$ cat src/rtl/bcd_display_driver.sv
// Four-slot multiplexed 7-segment driver for a signed three-digit BCD value.
// Slot order: ones, tens, hundreds, sign. Each slot is driven for REFRESH_DIV
// cycles followed by GAP_CYCLES of all-off. New values are double-buffered and
// only committed at a frame boundary so a frame is never torn.
// Optional leading-zero blanking: define BCD_LEADING_ZERO_BLANK_EN.
module bcd_display_driver #(
  parameter int unsigned REFRESH_DIV = 50000,
  parameter int unsigned GAP_CYCLES  = 16
) (
  input  logic       clock,
  input  logic       reset,
  input  logic [3:0] ten_0,
  input  logic [3:0] ten_1,
  input  logic [3:0] ten_2,
  input  logic [3:0] signal,
  input  logic       load,
  output logic       pending,
  output logic [6:0] seg,
  output logic [3:0] an
);

`ifdef BCD_LEADING_ZERO_BLANK_EN
  localparam bit LzbEn = 1'b1;
`else
  localparam bit LzbEn = 1'b0;
`endif

  localparam int unsigned MaxCnt = (REFRESH_DIV > GAP_CYCLES) ? REFRESH_DIV : GAP_CYCLES;
  localparam int unsigned CntW   = $clog2(MaxCnt + 1);

  localparam logic [CntW-1:0] DriveLast = CntW'(REFRESH_DIV - 1);
  localparam logic [CntW-1:0] GapLast   = CntW'(GAP_CYCLES - 1);

  localparam logic [6:0] SegBlank = 7'b1111111;
  localparam logic [3:0] AnOff    = 4'b1111;

  typedef enum logic [1:0] {StIdle, StDrive, StGap} state_e;

  state_e          state_q;
  logic [1:0]      index_q;
  logic [CntW-1:0] cnt_q;
  logic [15:0]     pend_val_q;
  logic [15:0]     disp_q;

  // Digit encoding, {g,f,e,d,c,b,a} active-low; non-BCD codes blank.
  function automatic logic [6:0] seg_digit(input logic [3:0] d);
    logic [6:0] s;
    case (d)
      4'd0:    s = 7'b1000000;
      4'd1:    s = 7'b1111001;
      4'd2:    s = 7'b0100100;
      4'd3:    s = 7'b0110000;
      4'd4:    s = 7'b0011001;
      4'd5:    s = 7'b0010010;
      4'd6:    s = 7'b0000010;
      4'd7:    s = 7'b1111000;
      4'd8:    s = 7'b0000000;
      4'd9:    s = 7'b0010000;
      default: s = 7'b1111111;
    endcase
    return s;
  endfunction

  // Segment pattern for one slot of a packed {sign, hundreds, tens, ones} value.
  function automatic logic [6:0] slot_seg(input logic [15:0] v, input logic [1:0] idx);
    logic [6:0] s;
    case (idx)
      2'd0: s = seg_digit(v[3:0]);
      2'd1: s = (LzbEn && v[11:8] == 4'd0 && v[7:4] == 4'd0) ? SegBlank : seg_digit(v[7:4]);
      2'd2: s = (LzbEn && v[11:8] == 4'd0) ? SegBlank : seg_digit(v[11:8]);
      default: s = (v[15:12] == 4'b1010) ? 7'b0111111 : SegBlank;
    endcase
    return s;
  endfunction

  function automatic logic [3:0] slot_an(input logic [1:0] idx);
    return ~(4'b0001 << idx);
  endfunction

  logic [15:0] in_val;
  logic [1:0]  next_index;
  logic        frame_commit;
  logic [15:0] next_disp;

  assign in_val       = {signal, ten_2, ten_1, ten_0};
  assign next_index   = index_q + 2'd1;
  // Frame boundary: leaving the sign slot's gap with a value waiting.
  assign frame_commit = (index_q == 2'd3) && pending;
  assign next_disp    = frame_commit ? pend_val_q : disp_q;

  // Scan FSM, buffers and registered outputs; outputs are loaded with the
  // pattern for the state being entered so they line up with the state.
  always_ff @(posedge clock) begin
    if (reset) begin
      state_q    <= StIdle;
      index_q    <= 2'd0;
      cnt_q      <= '0;
      pend_val_q <= 16'h0000;
      disp_q     <= 16'h0000;
      pending    <= 1'b0;
      an         <= AnOff;
      seg        <= SegBlank;
    end else begin
      unique case (state_q)
        StIdle: begin
          an  <= AnOff;
          seg <= SegBlank;
          if (load) begin
            disp_q  <= in_val;
            pending <= 1'b0;
            state_q <= StDrive;
            index_q <= 2'd0;
            cnt_q   <= '0;
            an      <= slot_an(2'd0);
            seg     <= slot_seg(in_val, 2'd0);
          end
        end
        StDrive: begin
          if (cnt_q == DriveLast) begin
            cnt_q   <= '0;
            state_q <= StGap;
            an      <= AnOff;
            seg     <= SegBlank;
          end else begin
            cnt_q <= cnt_q + 1'b1;
          end
          if (load) begin
            pend_val_q <= in_val;
            pending    <= 1'b1;
          end
        end
        StGap: begin
          if (cnt_q == GapLast) begin
            cnt_q   <= '0;
            state_q <= StDrive;
            index_q <= next_index;
            disp_q  <= next_disp;
            an      <= slot_an(next_index);
            seg     <= slot_seg(next_disp, next_index);
            if (frame_commit) pending <= 1'b0;
          end else begin
            cnt_q <= cnt_q + 1'b1;
          end
          // A load on the commit cycle refills the buffer and keeps pending set.
          if (load) begin
            pend_val_q <= in_val;
            pending    <= 1'b1;
          end
        end
        default: begin
          state_q <= StIdle;
          cnt_q   <= '0;
          an      <= AnOff;
          seg     <= SegBlank;
        end
      endcase
    end
  end

endmodule

$ cat config.mk
export PLATFORM = sky130hd
export DESIGN_NAME = bcd_display_driver
export DESIGN_NICKNAME = d
export VERILOG_FILES = /design/src/rtl/bcd_display_driver.sv
export SDC_FILE = /design/constraint.sdc
export NUM_CORES = 1
export LEC_CHECK = 0
export CORE_MARGIN = 2
export CORE_UTILIZATION = 54
export CTS_BUF_LIST = sky130_fd_sc_hd__clkbuf_16
export DETAILED_ROUTE_END_ITERATION = 7
export PLACE_DENSITY = 0.88
export SLEW_MARGIN = 10
export SYNTH_ARGS = -nofsm -noshare
export SYNTH_HDL_FRONTEND = slang
export SYNTH_SLANG_ARGS = --single-unit
$ cat constraint.sdc
create_clock -name clock -period 2.7 [get_ports clock]
set_clock_uncertainty 0.2 [all_clocks]
set_input_delay 0.54 -clock clock [delete_from_list [all_inputs] [get_ports clock]]
set_output_delay 0.54 -clock clock [all_outputs]
set_load 0.1 [all_outputs]
# Word-level counts from Yosys, hierarchy flattened
# Memories as Yosys holds them, arrays and structs flattened.
# Cells that the tools add are included.
# op_classes
add_sub_neg	2
eq_ne	14
shift	1
mux	31
n_bitwise	1
n_reduce_logical	11
# op_table
operator	count
$mux W16	6
$pmux W16 S3	1
$pmux W7 S3	2
$pmux W16 S2	1
$mux W7	4
$add A16 B1 Y16 const B	1
$eq A16 B16 Y1 const B	1
$eq A16 B4 Y1 const B	1
$pmux W4 S3	1
$mux W2	5
$mux W4	2
$ne A2 B2 Y1 const B	4
$eq A2 B2 Y1 const B	3
$mux W1	6
$ne A3 B3 Y1 const B	2
$pmux W2 S3	1
$reduce_and A3 Y1	2
$reduce_and A5 Y1	1
$eq A2 B1 Y1 const B	2
$eq A4 B4 Y1 const B	1
$logic_not A2 Y1	2
$not A4 Y4	1
$pmux W2 S2	1
$reduce_and A2 Y1	2
other kinds (7)	7
# word_totals
ff_bits	64
rom_bits	448
output_inout_bits	12
n_memories	4
# mem_list
name	depth	width	rd	rd_clocked_by_memory_dff	write_ports	line	rtl
(no name shown)	16	7	1	0	0	48	case (d)
(no name shown)	16	7	1	0	0	48	
(no name shown)	16	7	1	0	0	48	
(no name shown)	16	7	1	0	0	48	

# Logic depth before layout (Yosys ltp)
# Gate-level depths: netlist (run 1).
# depth
ltp_word	8
depth_mapped	12
depth_no_buf	10

# Worst setup path before layout (run 1)
# OpenSTA, ideal clock, no wires.
# synth_timing
path_kind	flip-flop to flip-flop
from	reg pending
to	reg seg[1]
setup_time_ps	124
arrival_time_ps	2875
setup_slack_ps	-500
path_stages_with_launch	11
path_buffers	1
period_less_slack_ps	3200
path_cell_list	dfxtp_1 -> and2_4 -> buf_6 -> mux2i_1 -> inv_1 -> ha_1 -> o211ai_1 -> a2bb2o_1 -> a221oi_1 -> and3_1 -> o21ai_0
# synth_via
elab_chain_cells	6
elab_cells_between_ends	8
# synth_rtl
item	line	rtl
start: declaration	17	output logic pending,
start signal: assignment	100	pending <= 1'b0;
start signal: assignment	110	pending <= 1'b0;
start signal: assignment	129	pending <= 1'b1;
$logic_and A1 B1 Y1 *	88	assign frame_commit = (index_q == 2'd3) && pending;
$mux W16 *	89	assign next_disp = frame_commit ? pend_val_q : disp_q;
$mem_v2 Z16 W7	--	
$pmux W7 S3 *	67	case (idx)
$mux W7 *	133	if (cnt_q == GapLast) begin
$pmux W7 S3 *	104	unique case (state_q)
end signal: assignment	102	seg <= SegBlank;
end signal: assignment	107	seg <= SegBlank;
end signal: assignment	139	seg <= slot_seg(next_disp, next_index);
end: declaration	18	output logic [6:0] seg,
# Mark *: on every way between the ends. The rest lies on a longest branch, timed or not. The select of a mux whose other input is x is not followed.
# A chain may end at the register's enable or synchronous reset.

# Final worst setup path (run 1)
# layout_timing
from	reg index_q[0]
to	reg seg[1]
# layout_via
elab_chain_cells	7
elab_cells_between_ends	13
# layout_rtl
item	line	rtl
start: declaration	40	logic [1:0] index_q;
start signal: assignment	136	index_q <= next_index;
$eq A2 B2 Y1	88	
$logic_and A1 B1 Y1	88	
$mux W16	89	
$mem_v2 Z16 W7	--	
$pmux W7 S3 *	67	
$mux W7 *	133	
$pmux W7 S3 *	104	
# Marked as above.

==> flow_summary.ini, run 1 <==
[run_status]
status = finished clean

[setup_path]
path_cells = ha_1 > and2_4 > mux2i_2 > inv_1 > ha_1 > o211ai_1 > a2bb2o_1 > a221oi_2 > and3_1 > o21ai_0
crit_fanout = 5
r2r_slack_ns = 0.14
criticalPathCategory = reg -> reg
cpMostUsedCell = ha_1
critPathBufInv = 1
r2r_end = seg[1]
worst_r2r_path_depth = 10
critPathArrivalTime_ns = 2.58
cp_slowest_cell = dfxtp_1
slowest_delay_ns = 0.34
crit_path_start_kind = flop
endpoint_kind = flop
crit_required_ns = 2.72
reg2reg_from = index_q[0]
cp_top_family = compound AO/OA/AOI/OAI gates

[detailed_routing]
drt-total-wl_um = 12100
first_pass_iters = 6
drc = 0
avgViaCountPerCell = 6.23
ant_nets = 0
routed-via-count = 4395
drt-wirelength-per-cell_um = 17.2
drtIter0Drc = 471

[logic_synthesis]
async_flop_share_pct = 0
syn_area_per_cell_sq_um = 7.69
yosysSeqAreaShare_pct = 29.6
synth_compound_area_share_pct = 24.2
ys_ff_latch = 64
synth_top_family_by_area = simple AND/OR/NAND/NOR gates
synthesis.nets = 601
synth_edf_count = 0
synth-xor-area-share_pct = 4.25
synth-simple-area-share_pct = 25.3
synthDistinctLibCells = 70
ys_warn_count = 0
syn-instance-count = 563
synthesis.area_sq_um = 4330
synthFlopType = dfxtp_1
synth_adder_area_share_pct = 5.49
muxShareOfSynthArea_pct = 4.65

[pwr]
irDropWorstVdd_uv = 361
total_power_mw = 3.54
p_leak_nw = 1.88
power.density_nw_per_um2 = 690

[timing]
fin_crit_ns = 2.56
slew_headroom_pct = 52.3
max_freq_ghz = 0.391
setup_ws_ns = 0.143
hold_violations = 0
fin_crit_sh_pct = 94.7
worst_hold_slack_ns = 0.274
setup_viol = 0
tns_ns = 0
maxSlewViolCount = 0
tightest_slew_ns = 0.714
rsz0062_at_grt = no

[global_route]
track_usage_pct = 28.5
antenna_found_initial = 0
grt_max_degree = 24
grt_pass1_wl_um = 19900
grt_pass1_vias = 4095
grt_overflow = 0

[placement]
post-place-ws_ns = 0.0449
hpwl_um = 8680
place_congestion = 0.969
dp.cells = 689
placed_area_sq_um = 4780
port-buffer-count = 30

[final_layout]
drive_above_1_share_pct = 14.3
stdcell_area_sq_um = 5120
final_nets = 636
n_antenna_cell = 0
fin_util_pct = 65.9
syn2layout_area_growth_pct = 18.3
fin_cells = 705

[floorplanning]
dieArea_sq_um = 8750
ios = 31
die_h_um = 93.6
die_x_um = 93.6
placementRows = 32
initial_core_util_pct = 55.8
coreArea_sq_um = 7770

[cts]
clock_latency_ns = 0.34
cts.htree.levels = 3
clockRootBuffer = clkbuf_16
clk_pin_slew_ns = 0.06
cts_made_buffers = 9
cts_post_setup_buffers_inserted = 0
clkSinkCount = 64
cts_tree = built
cts_buffer_depth = 2

[hold_path]
whs_endpoint = disp_q[15]
min_path_type = reg -> reg
hp-start = disp_q[15]
whs_path_depth = 2

[run]
maxCapViolations = 0
-- worst min-delay path, stage by stage, from the launching register on --
cell     delay [ns]
dfxtp_1        0.32
nand2_1        0.05
a21oi_1        0.05
-- layout by cell type (no fill, tap or decap), types with 5 or more instances in the layout --
master	synthesis	routed
a211oi_1	8	7
dfxtp_1	64	63
inv_1	19	19
nand3_1	18	18
nor2_1	42	42
a21oi_1	55	55
nand4_1	6	6
o2111ai_1	16	16
nand4b_1	5	5
nand2b_1	9	9
nand2_1	90	89
mux2i_1	12	11
ha_1	19	19
or3_1	5	5
and3_1	9	9
a31oi_1	8	8
clkdlybuf4s50_1	0	17
nor3_1	11	11
xor2_1	8	8
o21ai_0	23	23
buf_4	5	48
xnor2_1	13	13
clkbuf_16	0	9
-- state kept, by name, summed over array words and instances (netlist names) --
signal      cells
state_q         2
pend_val_q     16
index_q         2
pending         1
cnt_q          16
disp_q         16
an              4
seg             7
-- cells by family (layout without fill, tap and decap cells) --
group	Yosys count	in the layout
AOI/OAI and AO/OA	156	156
xor gates and xnor gates	21	21
adders and majority gates	19	19
buffers and inverters	61	101
DFF	64	64
muxes	18	18
and+or+nand+nor	224	224
-- power by group --
group,total [mW],switching (mW),internal (mW),leakage [nW]
sequential,1.15,0.114,1.04,0.522
clock,1.26,0.452,0.809,0.156
combinational,1.12,0.721,0.402,1.20
-- routing by layer --
| layer | up-vias | routed length (um) | global-route usage [%] | share of wire (%) |
|---|---|---|---|---|
| li1 | 2108 | - | - | - |
| met4 | 0 | 383 | 13.0 | 3.2 |
| met1 | 2049 | 4890 | 35.0 | 40 |
| met3 | 35 | 832 | 4.03 | 6.9 |
| met5 | - | 0 | 0 | 0 |
| met2 | 203 | 6020 | 49.2 | 50 |
-- how the worst max path moves through the flow --
stage | start | endpoint | slack, ns | cells after the start
floorplan | index_q[1] | seg[1] | 0.03 | 12
global placement | ten_0[0] | seg[3] | 0.01 | 8
detailed placement | ten_0[1] | seg[3] | 0.04 | 8
CTS | index_q[0] | seg[4] | 0.12 | 8
global route | index_q[0] | seg[1] | 0.007 | 10
finish | index_q[0] | seg[1] | 0.14 | 10
-- repair_timing --
action	CTS	global route
resized for setup	0	4
setup endpoints to repair	0	6
hold buffers	0	0
-- cells in the mapped netlist (5+ instances only) --
cell type  instances  area, sq um
a31oi_1            8         50.1
nor2_1            42          158
or3_1              5         31.3
a211oi_1           8         60.1
xnor2_1           13          114
and3_1             9         56.3
nand2b_1           9         56.3
nand2_1           90          338
buf_1              5         18.8
buf_4              5         37.5
nand3_1           18         90.1
o21ai_0           23          115
nand4_1            6         37.5
a21oi_1           55          275
buf_2              5         25.0
inv_1             19         71.3
dfxtp_1           64         1280
o2111ai_1         16          140
nor3_1            11         55.1
mux2i_1           12          120
clkbuf_1          23         86.3
ha_1              19          238
xor2_1             8         70.1
nand4b_1           5         43.8
-- area by class of cell --
cell class | count | area, sq um
Multi-Input combinational cell | 438 | 2780
Fill cell | 658 | 2650
Sequential cell | 64 | 1280
Timing Repair Buffer | 66 | 536
Clock buffer | 9 | 225
Tap cell | 102 | 128
Clock inverter | 7 | 95.1
Inverter | 19 | 71.3
Note: power is estimated with default switching activity, not from simulation.
==> run 2, diff against run 1 <==
--- a/config.mk
+++ b/config.mk
@@ -6,10 +6,10 @@
 export NUM_CORES = 1
 export LEC_CHECK = 0
 export CORE_MARGIN = 2
-export CORE_UTILIZATION = 54
+export CORE_UTILIZATION = 60
 export CTS_BUF_LIST = sky130_fd_sc_hd__clkbuf_16
 export DETAILED_ROUTE_END_ITERATION = 7
-export PLACE_DENSITY = 0.88
+export PLACE_DENSITY = 0.92
 export SLEW_MARGIN = 10
 export SYNTH_ARGS = -nofsm -noshare
 export SYNTH_HDL_FRONTEND = slang
==> constraint.sdc (replaced) <==
create_clock -name clock -period 2.6 [get_ports clock]
set_clock_uncertainty 0.2 [all_clocks]
set_input_delay 0.52 -clock clock [delete_from_list [all_inputs] [get_ports clock]]
set_output_delay 0.52 -clock clock [all_outputs]
set_load 0.1 [all_outputs]
==> run 2 against run 1 <==
Against the previous run:
- the run now ends with DRC left
- die area down 9.6%
- combinational power is 9% higher
- sequential power up 4%
- first-iteration DRC count grew 3.8%
- sequential share of layout area down 0.16 points
- non-clock buffer count rose by 5
- clock power is 11% lower
- worst hold slack gained 0.00052 ns
- routed wire length grew 5.4%
- total power up 0.12%
- core utilization rose by 8.8 points
- highest routed layer unchanged
- via count up 3.3%
==> flow_summary.ini, run 2 (synthesized netlist as in run 1, its figures left out) <==
[run_status]
status = finished, violations left
violations = DRC

[detailed_routing]
avgViaCountPerCell = 6.45
routed-via-count = 4542
first_pass_iters = 7
drt-total-wl_um = 12800
drc = 2
ant_nets = 0
drt-wirelength-per-cell_um = 18.2
drtIter0Drc = 489

[setup_path]
path_cells = ha_4 > buf_4 > nand2_2 > buf_8 > mux2_2 > a211oi_1 > a2bb2oi_1 > and4_1 > o21ai_0
cp_top_family = compound AO/OA/AOI/OAI gates
r2r_slack_ns = 0.1
endpoint_kind = flop
critPathBufInv = 2
criticalPathCategory = reg -> reg
critPathArrivalTime_ns = 2.51
crit_required_ns = 2.61
crit_fanout = 17
cp_slowest_cell = mux2_2
r2r_end = seg[3]
slowest_delay_ns = 0.39
crit_path_start_kind = flop
worst_r2r_path_depth = 9
reg2reg_from = index_q[1]

[timing]
slew_headroom_pct = 57.5
fin_crit_sh_pct = 96.3
setup_viol = 0
max_freq_ghz = 0.399
maxSlewViolCount = 0
hold_violations = 0
tightest_slew_ns = 0.636
fin_crit_ns = 2.50

[cts]
cts-resized-gates = 0
cts_made_buffers = 9
clk_pin_slew_ns = 0.06
cts_post_setup_buffers_inserted = 0
cts.htree.levels = 3
clockRootBuffer = clkbuf_16
cts_tree = built
clkSinkCount = 64
cts_buffer_depth = 2
clock_latency_ns = 0.34
hold_buffers = 0

[global_route]
grt_pass1_wl_um = 20200
grt_max_degree = 28
grt_overflow = 0
antenna_found_initial = 0
track_usage_pct = 32.7
grt_pass1_vias = 4149

[final_layout]
mostFrequentLayoutCells = nand2_1 (89), dfxtp_1 (61), a21oi_1 (55)
drive_above_1_share_pct = 16.1
syn2layout_area_growth_pct = 19.3
final_nets = 641
stdcell_area_sq_um = 5160
reg_top3 = cnt_q: 16 flops, disp_q: 16 flops, pend_val_q: 16 flops
fin_util_pct = 74.8
num-fill-cells = 524
final_common_cell = nand2_1
n_antenna_cell = 0

[hold_path]
hp-start = pend_val_q[13]
whs_endpoint = pend_val_q[13]
min_path_type = reg -> reg
whs_path_depth = 2

[floorplanning]
placementRows = 30
coreArea_sq_um = 6910
ios = 31
die_h_um = 89.0
initial_core_util_pct = 62.7
dieArea_sq_um = 7910
die_x_um = 89.0

[pwr]
irDropWorstVdd_uv = 396
p_leak_nw = 1.89
power.density_nw_per_um2 = 685

[placement]
hpwl_um = 8930
port-buffer-count = 30
place_congestion = 0.997
placed_area_sq_um = 4840

[run]
maxCapViolations = 0
[run 2: cell count changes in the layout (fill, tap and decap cells not counted), moves of 2 or more]
cell / previous run / this run
buf_4: 48 / 51
dfxtp_1: 63 / 61
buf_8: 0 / 2
dfxtp_2: 0 / 2
bufinv_16: 2 / 0
[run 2: where the power goes]
part / switching (mW) / total, mW / internal, mW
logic: 0.772 / 1.22 / 0.445
registers: 0.124 / 1.20 / 1.08
clock network: 0.478 / 1.12 / 0.644
[run 2: layer usage]
| metal | global-route usage [%] | vias up | part of all wire [%] |
|---|---|---|---|
| met5 | 0 | - | 0 |
| met4 | 16.0 | 0 | 3.9 |
| met3 | 4.99 | 59 | 7.4 |
| met2 | 54.4 | 261 | 49 |
| met1 | 41.5 | 2102 | 40 |
| li1 | - | 2120 | - |
[run 2: per-stage QoR]
| step | cells | setup WS [ns] | TNS (ns) | power, mW | hold WS, ns |
|---|---|---|---|---|---|
| final | 704 | 0.0963 | 0 | 3.54 | 0.275 |
| after global routing | 704 | -0.0182 | -0.0182 | 3.68 | 0.301 |
| after floorplan | 563 | 0.0115 | 0 | 2.03 | 0.244 |
| after CTS | 704 | 0.0303 | 0 | 3.48 | 0.272 |
| after detailed placement | 688 | -0.0873 | -0.0873 | 2.38 | 0.263 |
| after global placement | 688 | -0.0274 | -0.0274 | 2.35 | 0.256 |
[run 2: how the worst max path moves through the flow]
stage                           from     end  slack, ns  depth (start not counted)
after floorplan              pending  seg[1]       0.01                         10
after global placement      ten_0[0]  seg[3]      -0.03                          8
after detailed placement    ten_0[0]  seg[3]      -0.09                          8
after CTS                 index_q[1]  seg[3]       0.03                          9
after global routing      index_q[1]  seg[1]      -0.02                         10
final                     index_q[1]  seg[3]        0.1                          9
[run 2: layout make-up]
| cell class | count | area (sq um) | share of cell area, % |
|---|---|---|---|
| Sequential cell | 64 | 1290 | 24.9 |
| Timing Repair Buffer | 71 | 588 | 11.4 |
| Multi-Input combinational cell | 438 | 2830 | 54.7 |
| Inverter | 19 | 71.3 | 1.38 |
| Clock buffer | 9 | 225 | 4.36 |
| Clock inverter | 7 | 47.5 | 0.921 |
| Tap cell | 96 | 120 | 2.33 |
[run 2: worst min-delay path, stage by stage (launching register included)]
cell	delay, ns
dfxtp_1	0.32
nand2_1	0.06
a21oi_1	0.05
==> run 3, diff against run 2 <==
--- a/config.mk
+++ b/config.mk
@@ -6,10 +6,11 @@
 export NUM_CORES = 1
 export LEC_CHECK = 0
 export CORE_MARGIN = 2
-export CORE_UTILIZATION = 60
+export CORE_UTILIZATION = 64
 export CTS_BUF_LIST = sky130_fd_sc_hd__clkbuf_16
 export DETAILED_ROUTE_END_ITERATION = 7
-export PLACE_DENSITY = 0.92
+export DONT_BUFFER_PORTS = 1
+export PLACE_DENSITY = 0.91
 export SLEW_MARGIN = 10
 export SYNTH_ARGS = -nofsm -noshare
 export SYNTH_HDL_FRONTEND = slang
==> run 3 against run 2 <==
Against the previous run:
- core utilization increased by 0.36 points
- sequential share of layout area is 1.7 points higher
- first-iteration DRC count rose by 29%
- count of clock-buffer cells in the layout increased by 1
- non-clock buffer count shrank 36
- the flow now finishes without violations
- critical endpoint is now seg[1]
- worst hold slack got worse by 0.23 ns
==> flow_summary.ini, run 3 (synthesized netlist as in run 1, its figures left out) <==
[run_status]
status = finished clean

[timing]
tightest_slew_ns = 0.664
fin_crit_sh_pct = 94.8
fin_crit_ns = 2.46
maxSlewViolCount = 0
hold_violations = 0
setup_viol = 0
max_freq_ghz = 0.406
slew_headroom_pct = 55.6
tns_ns = 0
rsz0062_at_grt = no

[global_route]
antenna_found_initial = 0
grt_pass1_wl_um = 20100
grt_overflow = 0
grt_max_degree = 54
track_usage_pct = 33.7
grt_pass1_vias = 4150

[detailed_routing]
drc = 0
first_pass_iters = 5
drtIter0Drc = 633
ant_nets = 0
drt-wirelength-per-cell_um = 18.9
avgViaCountPerCell = 6.83
routed-via-count = 4431
drt-total-wl_um = 12300

[final_layout]
num-fill-cells = 459
n_antenna_cell = 0
stdcell_area_sq_um = 4850
reg_top3 = cnt_q: 16 flops, disp_q: 16 flops, pend_val_q: 16 flops
multiInputGateArea_sq_um = 2790
mostFrequentLayoutCells = nand2_1 (90), dfxtp_1 (61), a21oi_1 (55)
register_area_sq_um = 1290
final_nets = 605
syn2layout_area_growth_pct = 12.1
drive_above_1_share_pct = 13.3
final_common_cell = nand2_1

[run]
maxCapViolations = 0

[setup_path]
critPathArrivalTime_ns = 2.48
endpoint_kind = flop
crit_fanout = 5
cp_slowest_cell = dfxtp_2
criticalPathCategory = reg -> reg
crit_required_ns = 2.61
path_cells = ha_4 > and2_4 > mux2i_2 > inv_1 > ha_1 > o211ai_1 > a2bb2o_1 > a221oi_1 > and3_1 > o21ai_0
r2r_end = seg[1]
worst_r2r_path_depth = 10
slowest_delay_ns = 0.38
r2r_slack_ns = 0.14
crit_path_start_kind = flop
cp_top_family = compound AO/OA/AOI/OAI gates
reg2reg_from = index_q[0]
critPathBufInv = 1

[cts]
hold_buffers = 0
cts_made_buffers = 9
clk_pin_slew_ns = 0.06
clockRootBuffer = clkbuf_16
cts_buffer_depth = 2
cts_tree = built
clock_latency_ns = 0.33
cts.htree.levels = 3
clkSinkCount = 64

[placement]
port-buffer-count = 0
placed_area_sq_um = 4510
place_congestion = 0.976
hpwl_um = 8510

[floorplanning]
coreArea_sq_um = 6460
ios = 31
placementRows = 29
dieArea_sq_um = 7440
initial_core_util_pct = 67.0
die_x_um = 86.3
die_h_um = 86.3

[hold_path]
whs_path_depth = 1
min_path_type = in -> reg
hp-start = reset
whs_endpoint = pend_val_q[3]

[pwr]
irDropWorstVdd_uv = 467
power.density_nw_per_um2 = 743
p_leak_nw = 1.75
==> run 3: repair_timing <==
action / 4_1_cts / 5_1_grt
resized for setup: 0 / 5
buffers inserted: 0 / 1
setup endpoints to repair: 0 / 4
endpoints found under the hold margin: 0 / 0
==> run 3: worst max path at each step <==
stage | to | cells after the start | from
6_report | seg[1] | 10 | index_q[0]
5_1_grt | seg[3] | 10 | index_q[0]
4_1_cts | seg[1] | 10 | index_q[1]
3_5_place_dp | seg[1] | 10 | index_q[1]
3_3_place_gp | seg[1] | 10 | index_q[1]
2_1_floorplan | seg[1] | 10 | pending
==> run 3: final cells by class <==
class	count	area share, %
Timing Repair Buffer	35	5.75
Clock inverter	6	1.50
Multi-Input combinational cell	438	57.6
Clock buffer	10	5.16
Tap cell	77	1.99
Sequential cell	64	26.6
Inverter	19	1.47
==> run 3: worst register-to-register path, stage by stage (launching register included) <==
cell and delay, ns:
dfxtp_2 0.38, ha_4 0.17, and2_4 0.17, mux2i_2 0.22, inv_1 0.10, ha_1 0.28
o211ai_1 0.07, a2bb2o_1 0.26, a221oi_1 0.25, and3_1 0.18, o21ai_0 0.07
==> run 3: report_power, final <==
part	internal [mW]	switching [mW]	total, mW	leakage (nW)
Clock	0.812	0.474	1.29	0.155
Sequential	1.08	0.115	1.19	0.523
Combinational	0.396	0.732	1.13	1.07
Total	2.28	1.32	3.61	1.75
==> run 3: metal layers <==
layer / track usage (%) / share of wire [%]
met5: 0 / 0
met4: 15.9 / 4.2
met3: 7.05 / 9.1
met2: 55.7 / 47
met1: 42.1 / 40
==> run 3: stage by stage <==
stage                     power [mW]  cells  setup WS [ns]  util (%)  hold slack [ns]
after floorplan                 2.03    563         0.0115         -            0.244
after global placement          2.26    632          0.198      69.8            0.252
after detailed placement        2.30    632          0.126      69.8            0.253
after CTS                       3.58    648          0.112      74.8           0.0484
after global routing            3.76    649         0.0106      75.1           0.0443
final                           3.61    649          0.135      75.1           0.0490
